### src/rtl/instr_encoder_pkg.sv
// instr_encoder_pkg: format codes, FSM states, fixed opcodes and range helper
package instr_encoder_pkg;

    typedef enum logic [2:0] {
        FMT_I  = 3'd0,
        FMT_S  = 3'd1,
        FMT_B  = 3'd2,
        FMT_J  = 3'd3,
        FMT_U  = 3'd4,
        FMT_LI = 3'd5
    } fmt_e;

    typedef enum logic [1:0] {
        IDLE  = 2'd0,
        HOLD  = 2'd1,
        LI_HI = 2'd2
    } state_e;

    localparam logic [31:0] NOP    = 32'h0000_0013;
    localparam logic [6:0]  OP_LUI = 7'b0110111;
    localparam logic [6:0]  OP_IMM = 7'b0010011;

    function automatic logic fits_signed(input logic [31:0] v, input int w);
        logic [31:0] s;
        s = $signed(v) >>> (w - 1);
        return (s == '0) || (s == '1);
    endfunction

endpackage

### src/rtl/instr_encoder_imm.sv
// imm_pack: scatters an immediate into its instruction bit positions and flags range errors
module imm_pack
    import instr_encoder_pkg::*;
(
    input  logic [2:0]  fmt,
    input  logic        shift,
    input  logic [31:0] imm,
    output logic [31:0] bits,
    output logic        err
);

    always_comb begin
        bits = '0;
        err  = 1'b0;
        case (fmt)
            FMT_I: begin
                bits[31:20] = imm[11:0];
                err         = shift ? (imm[31:5] != '0) : !fits_signed(imm, 12);
            end
            FMT_S: begin
                bits[31:25] = imm[11:5];
                bits[11:7]  = imm[4:0];
                err         = !fits_signed(imm, 12);
            end
            FMT_B: begin
                bits[31]    = imm[12];
                bits[30:25] = imm[10:5];
                bits[11:8]  = imm[4:1];
                bits[7]     = imm[11];
                err         = !fits_signed(imm, 13) || imm[0];
            end
            FMT_J: begin
                bits[31]    = imm[20];
                bits[30:21] = imm[10:1];
                bits[20]    = imm[11];
                bits[19:12] = imm[19:12];
                err         = !fits_signed(imm, 21) || imm[0];
            end
            FMT_U: begin
                bits[31:12] = imm[31:12];
                err         = imm[11:0] != '0;
            end
            FMT_LI: err = 1'b0;
            default: err = 1'b1;
        endcase
    end

endmodule

### src/rtl/instr_encoder.sv
// instr_encoder: packs decoded fields into RV32I words, expanding LI into LUI+ADDI
module instr_encoder
    import instr_encoder_pkg::*;
#(
    parameter int ERR_NOP = 0,
    parameter int LI_OPT  = 1
) (
    input  logic        clk,
    input  logic        reset,
    input  logic        in_valid,
    output logic        in_ready,
    input  logic [2:0]  in_fmt,
    input  logic [6:0]  in_opcode,
    input  logic [2:0]  in_funct3,
    input  logic [6:0]  in_funct7,
    input  logic [4:0]  in_rd,
    input  logic [4:0]  in_rs1,
    input  logic [4:0]  in_rs2,
    input  logic [31:0] in_imm,
    output logic        out_valid,
    input  logic        out_ready,
    output logic [31:0] out_instr,
    output logic        out_err
);

    state_e      state, state_d;
    logic [31:0] pend, instr_d, bits, regs, packed_w, enc, lui_w, addi0_w, addi_rd_w;
    logic [19:0] hi;
    logic [11:0] lo;
    logic        ierr, err_d, shift, acc, ld_pend, is_li, one_addi, one_lui, li_two;
    logic        use_rd, use_rs1, use_rs2;

    assign shift = (in_fmt == FMT_I) && (in_opcode == OP_IMM) && (in_funct3[1:0] == 2'b01);

    imm_pack u_imm (
        .fmt   (in_fmt),
        .shift (shift),
        .imm   (in_imm),
        .bits  (bits),
        .err   (ierr)
    );

    assign use_rd   = (in_fmt == FMT_I) || (in_fmt == FMT_J) || (in_fmt == FMT_U);
    assign use_rs1  = (in_fmt == FMT_I) || (in_fmt == FMT_S) || (in_fmt == FMT_B);
    assign use_rs2  = (in_fmt == FMT_S) || (in_fmt == FMT_B);
    assign regs     = {7'd0, use_rs2 ? in_rs2 : 5'd0, use_rs1 ? in_rs1 : 5'd0,
                       use_rs1 ? in_funct3 : 3'd0, use_rd ? in_rd : 5'd0, in_opcode};
    assign packed_w = {shift ? in_funct7 : bits[31:25], bits[24:0]} | regs;
    assign enc      = (ierr && ERR_NOP != 0) ? NOP : packed_w;

    // ADDI sign-extends lo, so the upper part absorbs lo[11] to compensate
    assign lo        = in_imm[11:0];
    assign hi        = in_imm[31:12] + {19'd0, lo[11]};
    assign lui_w     = {hi, in_rd, OP_LUI};
    assign addi0_w   = {lo, 5'd0, 3'd0, in_rd, OP_IMM};
    assign addi_rd_w = {lo, in_rd, 3'd0, in_rd, OP_IMM};
    assign one_addi  = (LI_OPT != 0) && (hi == '0);
    assign one_lui   = (LI_OPT != 0) && (lo == '0);
    assign li_two    = !one_addi && !one_lui;
    assign is_li     = in_fmt == FMT_LI;

    assign out_valid = state != IDLE;
    assign in_ready  = (state != LI_HI) && (!out_valid || out_ready);
    assign acc       = in_valid && in_ready;
    assign ld_pend   = (state == LI_HI) && out_ready;

    always_comb begin
        state_d = ld_pend ? HOLD
                : acc ? ((is_li && li_two) ? LI_HI : HOLD)
                : (state == HOLD && out_ready) ? IDLE : state;
        instr_d = ld_pend ? pend
                : acc ? (is_li ? (one_addi ? addi0_w : lui_w) : enc) : out_instr;
        err_d   = ld_pend ? 1'b0 : acc ? (!is_li && ierr) : out_err;
    end

    always_ff @(posedge clk) begin
        if (reset) begin
            state     <= IDLE;
            out_instr <= '0;
            out_err   <= 1'b0;
            pend      <= '0;
        end else begin
            state     <= state_d;
            out_instr <= instr_d;
            out_err   <= err_d;
            if (acc) pend <= addi_rd_w;
        end
    end

endmodule

### config.mk
export PLATFORM = sky130hd
export DESIGN_NAME = instr_encoder
export DESIGN_NICKNAME = d
export VERILOG_FILES = /design/src/rtl/instr_encoder_pkg.sv /design/src/rtl/instr_encoder_imm.sv /design/src/rtl/instr_encoder.sv
export SDC_FILE = /design/constraint.sdc
export NUM_CORES = 1
export LEC_CHECK = 0
export BUFFER_PORTS_ARGS = -buffer_cell sky130_fd_sc_hd__buf_2
export CORE_UTILIZATION = 50
export CTS_BUF_LIST = sky130_fd_sc_hd__clkbuf_8
export DETAILED_ROUTE_END_ITERATION = 8
export GPL_ROUTABILITY_DRIVEN = 0
export GPL_TIMING_DRIVEN = 0
export PLACE_DENSITY = 0.76
export SETUP_SLACK_MARGIN = 0.2
export SYNTH_ARGS = -nofsm -noshare
export SYNTH_HDL_FRONTEND = slang
export SYNTH_SLANG_ARGS = --single-unit
### constraint.sdc
create_clock -name clk -period 2.7 [get_ports clk]
set_input_delay 0.135 -clock clk [delete_from_list [all_inputs] [get_ports clk]]
set_output_delay 0.135 -clock clk [all_outputs]
set_load 0.02 [all_outputs]
==> results of run 1 <==
## per-stage QoR
stage / utilization (%) / hold slack (ps) / setup WS, ps / instances
5_1_grt: 60.6 / 96.3 / 202 / 748
4_1_cts: 60.5 / 82.4 / 226 / 748
3_5_place_dp: 59.3 / 411 / -55.7 / 740
3_3_place_gp: 59.3 / 405 / -49.4 / 740
6_report: 60.6 / 88.9 / 301 / 748
2_1_floorplan: - / 271 / 467 / 544
## power breakdown
part / internal [mW] / switching (mW) / leakage, nW
clock network: 0.180 / 0.271 / 0.0416
registers: 0.838 / 0.0357 / 0.435
logic: 0.213 / 0.379 / 1.40
## path summary, 6_finish.rpt
check	from	endpoint	slack [ps]	cells past startpoint
min	in_rd[2]	pend[17]	90	3
max	state[0]	out_instr[23]	300	6
max reg2reg	state[0]	out_instr[23]	300	6
min reg2reg	out_instr[3]	out_instr[3]	460	2
## registers in the layout, summed over array words and instances (netlist names)
signal,cells
out_instr,32
out_err,1
state,2
pend,18
## repair_timing
action | CTS | global route
setup endpoints to repair | 2 | 30
gates resized for setup | 1 | 9
hold buffers | 0 | 0
## worst register-to-register path: cells and delay by family, from the launching register on
kind,cells,cell delay [ps]
compound gates,2,860
simple gates,3,670
flops,1,370
buf+inv,1,370
## logic make-up after synthesis
kind of cell,synth area share [%]
adders and majority gates,0.942
DFF,26.6
muxes,2.32
buffers and inverters,6.15
AOI/OAI and AO/OA,27.0
and+or+nand+nor,31.6
xor gates and xnor gates,5.27
## layout by cell type (no fill, tap or decap), types with 10 or more instances in the layout
cell type / count
buf_2: 102
nand2_1: 85
nor2_1: 54
dfxtp_1: 53
a21oi_1: 52
clkbuf_1: 27
o21ai_0: 25
a22oi_1: 19
nand3_1: 16
xor2_1: 13
nor3_1: 12
nor2b_1: 12
xnor2_1: 11
nand4_1: 10
## layout make-up
class	instances	area, um2
Fill cell	755	3040
Buffer	46	228
Clock buffer	5	68.8
Clock inverter	3	18.8
Sequential cell	53	1060
Tap cell	102	128
Multi-Input combinational cell	439	2690
Timing Repair Buffer	94	470
Inverter	6	22.5
## per-layer routing
| layer | GRT usage [%] | vias up | routed length, um |
|---|---|---|---|
| li1 | - | 2183 | - |
| met1 | 43.9 | 2208 | 5970 |
| met2 | 57.4 | 285 | 6570 |
| met3 | 4.77 | 47 | 1250 |
| met4 | 11.4 | 0 | 433 |
| met5 | 0 | - | 0 |
==> results.yml, run 1 <==
route:
  drc_errors: 0
  drt_first_pass_iters: 6
  drtIter0Drc: 544
  dr_total_vias: 4723
  post_drt_wl_per_cell_um: 19.0
  ant_nets: 0
  wirelength_um: 14200
  vias_per_cell: 6.31
timing:
  grt_setup_unrepaired: "no"
  drv_slew: 0
  fin_crit_sh_pct: 88.9
  fin_tns_setup_ps: 0
  maxSlewHeadroom_pct: 38.2
  max_slew.worst_pin.slew_ps: 925
  fmax_ghz: 0.417
  hold_viol: 0
  finClkSkew_ps: 7.01
  setup_viol: 0
  fin_crit_ps: 2400
setup_path:
  crit_fanout: 10
  path_buf_inv: 1
  path_common_cell: "nand2_1"
  required_ps: 2860
  crit_type: "flip-flop to flip-flop"
  cp_slowest_cell: "a2111oi_1"
  cp_cell_sequence: "or2_2, nand2_1, nand2_1, clkbuf_1, a2111oi_1, a21oi_1"
  crit_arrival_ps: 2560
  setup.worst_path.start_class: "flip-flop"
  max_stage_delay_ps: 690
  critPathTopFamily: "compound AO/OA/AOI/OAI gates"
  end_kind: "flip-flop"
clock_tree:
  path_clk_slew_ps: 100
  cts_tree: "yes"
  cts.path.max_buffers: 2
  clock_latency_ps: 310
  cts_post_setup_buffers_inserted: 0
  cts-buffers-inserted: 5
  cts_root_buffer: "clkbuf_8"
  cts-htree-levels: 2
  clock-sinks: 53
synthesis:
  netlist_top_cells_area: "dfxtp_1 (27%), nand2_1 (8.0%), a21oi_1 (6.5%)"
  synthArstFlopShare_pct: 0
  synth_area_mm2: 0.00399
  synth_top_area_share_pct: 26.6
  synth_cells: 544
  ys_seq_elements: 53
  yosysMostFrequentCell: "nand2_1"
  yosys_most_used_dff: "dfxtp_1"
  ys_seq_area_share_pct: 26.6
  syn_avg_cell_area_um2: 7.33
  syn-num-nets: 618
  synth_edf_count: 0
  ys_types: 68
  yosysTopAreaCell: "dfxtp_1"
  synthTopCellsByCount: "nand2_1 (85), nor2_1 (54), dfxtp_1 (53)"
  synth.yosys.warnings: 0
die:
  core_mm2: 0.00773
  die_h_um: 91.3
  ioPinCount: 106
  die_w_um: 91.3
  die_area_mm2: 0.00833
  start_util_pct: 51.6
  rows: 32
pwr:
  power-per-cell-area_mw_per_mm2: 409
  ir_drop_mv: 0.345
  p_leak_nw: 1.88
  power.total_mw: 1.92
placement:
  detailed_place_hpwl_um: 10800
  io_buffer_count: 94
  place_area_mm2: 0.00458
grt:
  antenna_found_initial: 0
  grt_pass1_vias: 4429
  grt_max_degree: 17
  grt-ovfl-total: 0
  grt_pass1_wl_um: 22300
  grtUsageTotal_pct: 33.8
flow_run:
  max-cap-violations: 0
final_layout:
  final_cell_area_mm2: 0.00469
  antennaDiodeCount: 0
  area_delta_synth_final_pct: 17.6
  finish.net_count: 719
  layout-drive-gt1-share_pct: 22.4
hold_path:
  hp-class: "input pin to flip-flop"
outcome:
  status: "completed"
No activity file was read; power rests on OpenSTA's default activity.
==> run 2: changes to the inputs <==
- PLACE_DENSITY: 0.76 -> default
- PLACE_DENSITY_LB_ADDON: default -> 0.12
==> results.yml, run 2 (same netlist as run 1, synthesis figures left out) <==
setup_path:
  crit_type: "flip-flop to flip-flop"
  max_stage_delay_ps: 690
  setup.worst_path.start_class: "flip-flop"
  cp_slowest_cell: "a2111oi_0"
  crit_arrival_ps: 2570
  path_common_cell: "nand2_1"
  required_ps: 2870
  crit_fanout: 10
  cp_cell_sequence: "or2_2, nand2_1, nand2_1, clkbuf_1, a2111oi_0, a211oi_1"
  end_kind: "flip-flop"
pwr:
  power_frac_seq_pct: 45.5
  power-per-cell-area_mw_per_mm2: 409
  ir_drop_mv: 0.288
  pwr-share-clk_pct: 23.7
  intPower_mw: 1.23
  power.total_mw: 1.92
  p_leak_nw: 1.89
  swShare_pct: 35.8
  switchingPower_mw: 0.686
  combPwrFrac_pct: 30.8
route:
  wl_met1_um: 5850
  vias_per_cell: 6.31
  dr_total_vias: 4723
  post_drt_wl_per_cell_um: 19.0
  wirelength_um: 14200
  drt_first_pass_iters: 8
  top_layer: "met4"
  ant_nets: 0
  drtIter0Drc: 396
  dr_wl_met2_um: 6610
  drc_errors: 0
  route.met3.wl_um: 1240
die:
  start_util_pct: 51.6
  die_w_um: 91.3
  rows: 32
  die_area_mm2: 0.00833
  ioPinCount: 106
  die_h_um: 91.3
  core_mm2: 0.00773
grt:
  grt_pass1_vias: 4466
  grt_pass1_wl_um: 22300
  grtUsageTotal_pct: 33.7
  grt_max_degree: 17
  antenna_found_initial: 0
  grt-ovfl-total: 0
clock_tree:
  cts_root_buffer: "clkbuf_8"
  cts_post_setup_buffers_inserted: 0
  cts-htree-levels: 2
  clock_latency_ps: 310
  path_clk_slew_ps: 100
  cts_tree: "yes"
  cts-buffers-inserted: 5
  cts.path.max_buffers: 2
  clock-sinks: 53
final_layout:
  final_common_cell: "buf_2"
  area_delta_synth_final_pct: 17.6
  top_regs: "out_instr x32, pend x18, state x2"
  antennaDiodeCount: 0
  finish.net_count: 719
  finalNonFillerCells: 748
  regMostFlops: "out_instr"
  layout-drive-gt1-share_pct: 22.8
  largest_register_ffs: 32
  final_cell_mix: "buf_2 (102), nand2_1 (85), nor2_1 (54)"
placement:
  pre_cts_ws_ps: -46.1
  dp.cells: 740
  detailed_place_hpwl_um: 10800
  io_buffer_count: 94
timing:
  timing.hold.ws_ps: 91.0
  max_slew.worst_pin.slew_ps: 933
  setup_ws_ps: 300
  setup_viol: 0
  fmax_ghz: 0.417
  fin_crit_ps: 2400
  maxSlewHeadroom_pct: 37.7
  drv_slew: 0
  hold_viol: 0
  grt_setup_unrepaired: "no"
  fin_crit_sh_pct: 88.9
  fin_tns_setup_ps: 0
  finClkSkew_ps: 10.2
hold_path:
  hp-class: "input pin to flip-flop"
flow_run:
  max-cap-violations: 0
outcome:
  status: "completed"
-- run 2: cell counts in the layout (fill, tap and decap cells not counted) --
No cell type changed its count.
-- run 2: path summary, 6_finish.rpt --
path              slack (ps)  cells after the start          from       endpoint
hold / removal            90                      3      in_rd[4]       pend[19]
setup reg to reg         300                      6      state[0]  out_instr[24]
setup / recovery         300                      6      state[0]  out_instr[24]
hold reg to reg          460                      2  out_instr[3]   out_instr[3]
-- run 2: stage by stage --
step / instance area (um2) / util (%)
global route: 4690 / 60.7
detailed placement: 4580 / 59.3
global placement: 4580 / 59.3
CTS: 4670 / 60.5
floorplan: 3990 / -
finish: 4690 / 60.7
-- run 2: power by group through the flow --
stage / logic [mW] / registers (mW) / clock network (mW)
floorplan: 0.321 / 0.928 / 0
global placement: 0.565 / 0.886 / 0
detailed placement: 0.575 / 0.888 / 0
CTS: 0.578 / 0.870 / 0.453
global route: 0.640 / 0.877 / 0.482
finish: 0.591 / 0.871 / 0.454
-- run 2: area by class of cell --
class,instances,area (um2)
Buffer,46,230
Clock buffer,5,68.8
Clock inverter,3,18.8
Fill cell,737,3040
Inverter,6,22.5
Multi-Input combinational cell,439,2690
Sequential cell,53,1060
Tap cell,102,128
Timing Repair Buffer,94,470
-- run 2: per-layer routing --
metal	up-vias	global-route usage (%)
li1	2181	-
met1	2231	44.0
met2	268	55.6
met3	43	5.53
met4	0	13.0
met5	-	0
-- run 2: what timing repair did --
item,CTS,global route
gates resized for setup,1,12
setup endpoints to repair,6,42
hold buffers,0,0
-- run 2: worst max-delay path, delay by kind of cell (launching register included) --
kind                   cells  cell delay, ps
AOI/OAI and AO/OA          2             840
and+or+nand+nor            3             680
buffers and inverters      1             380
DFF                        1             370
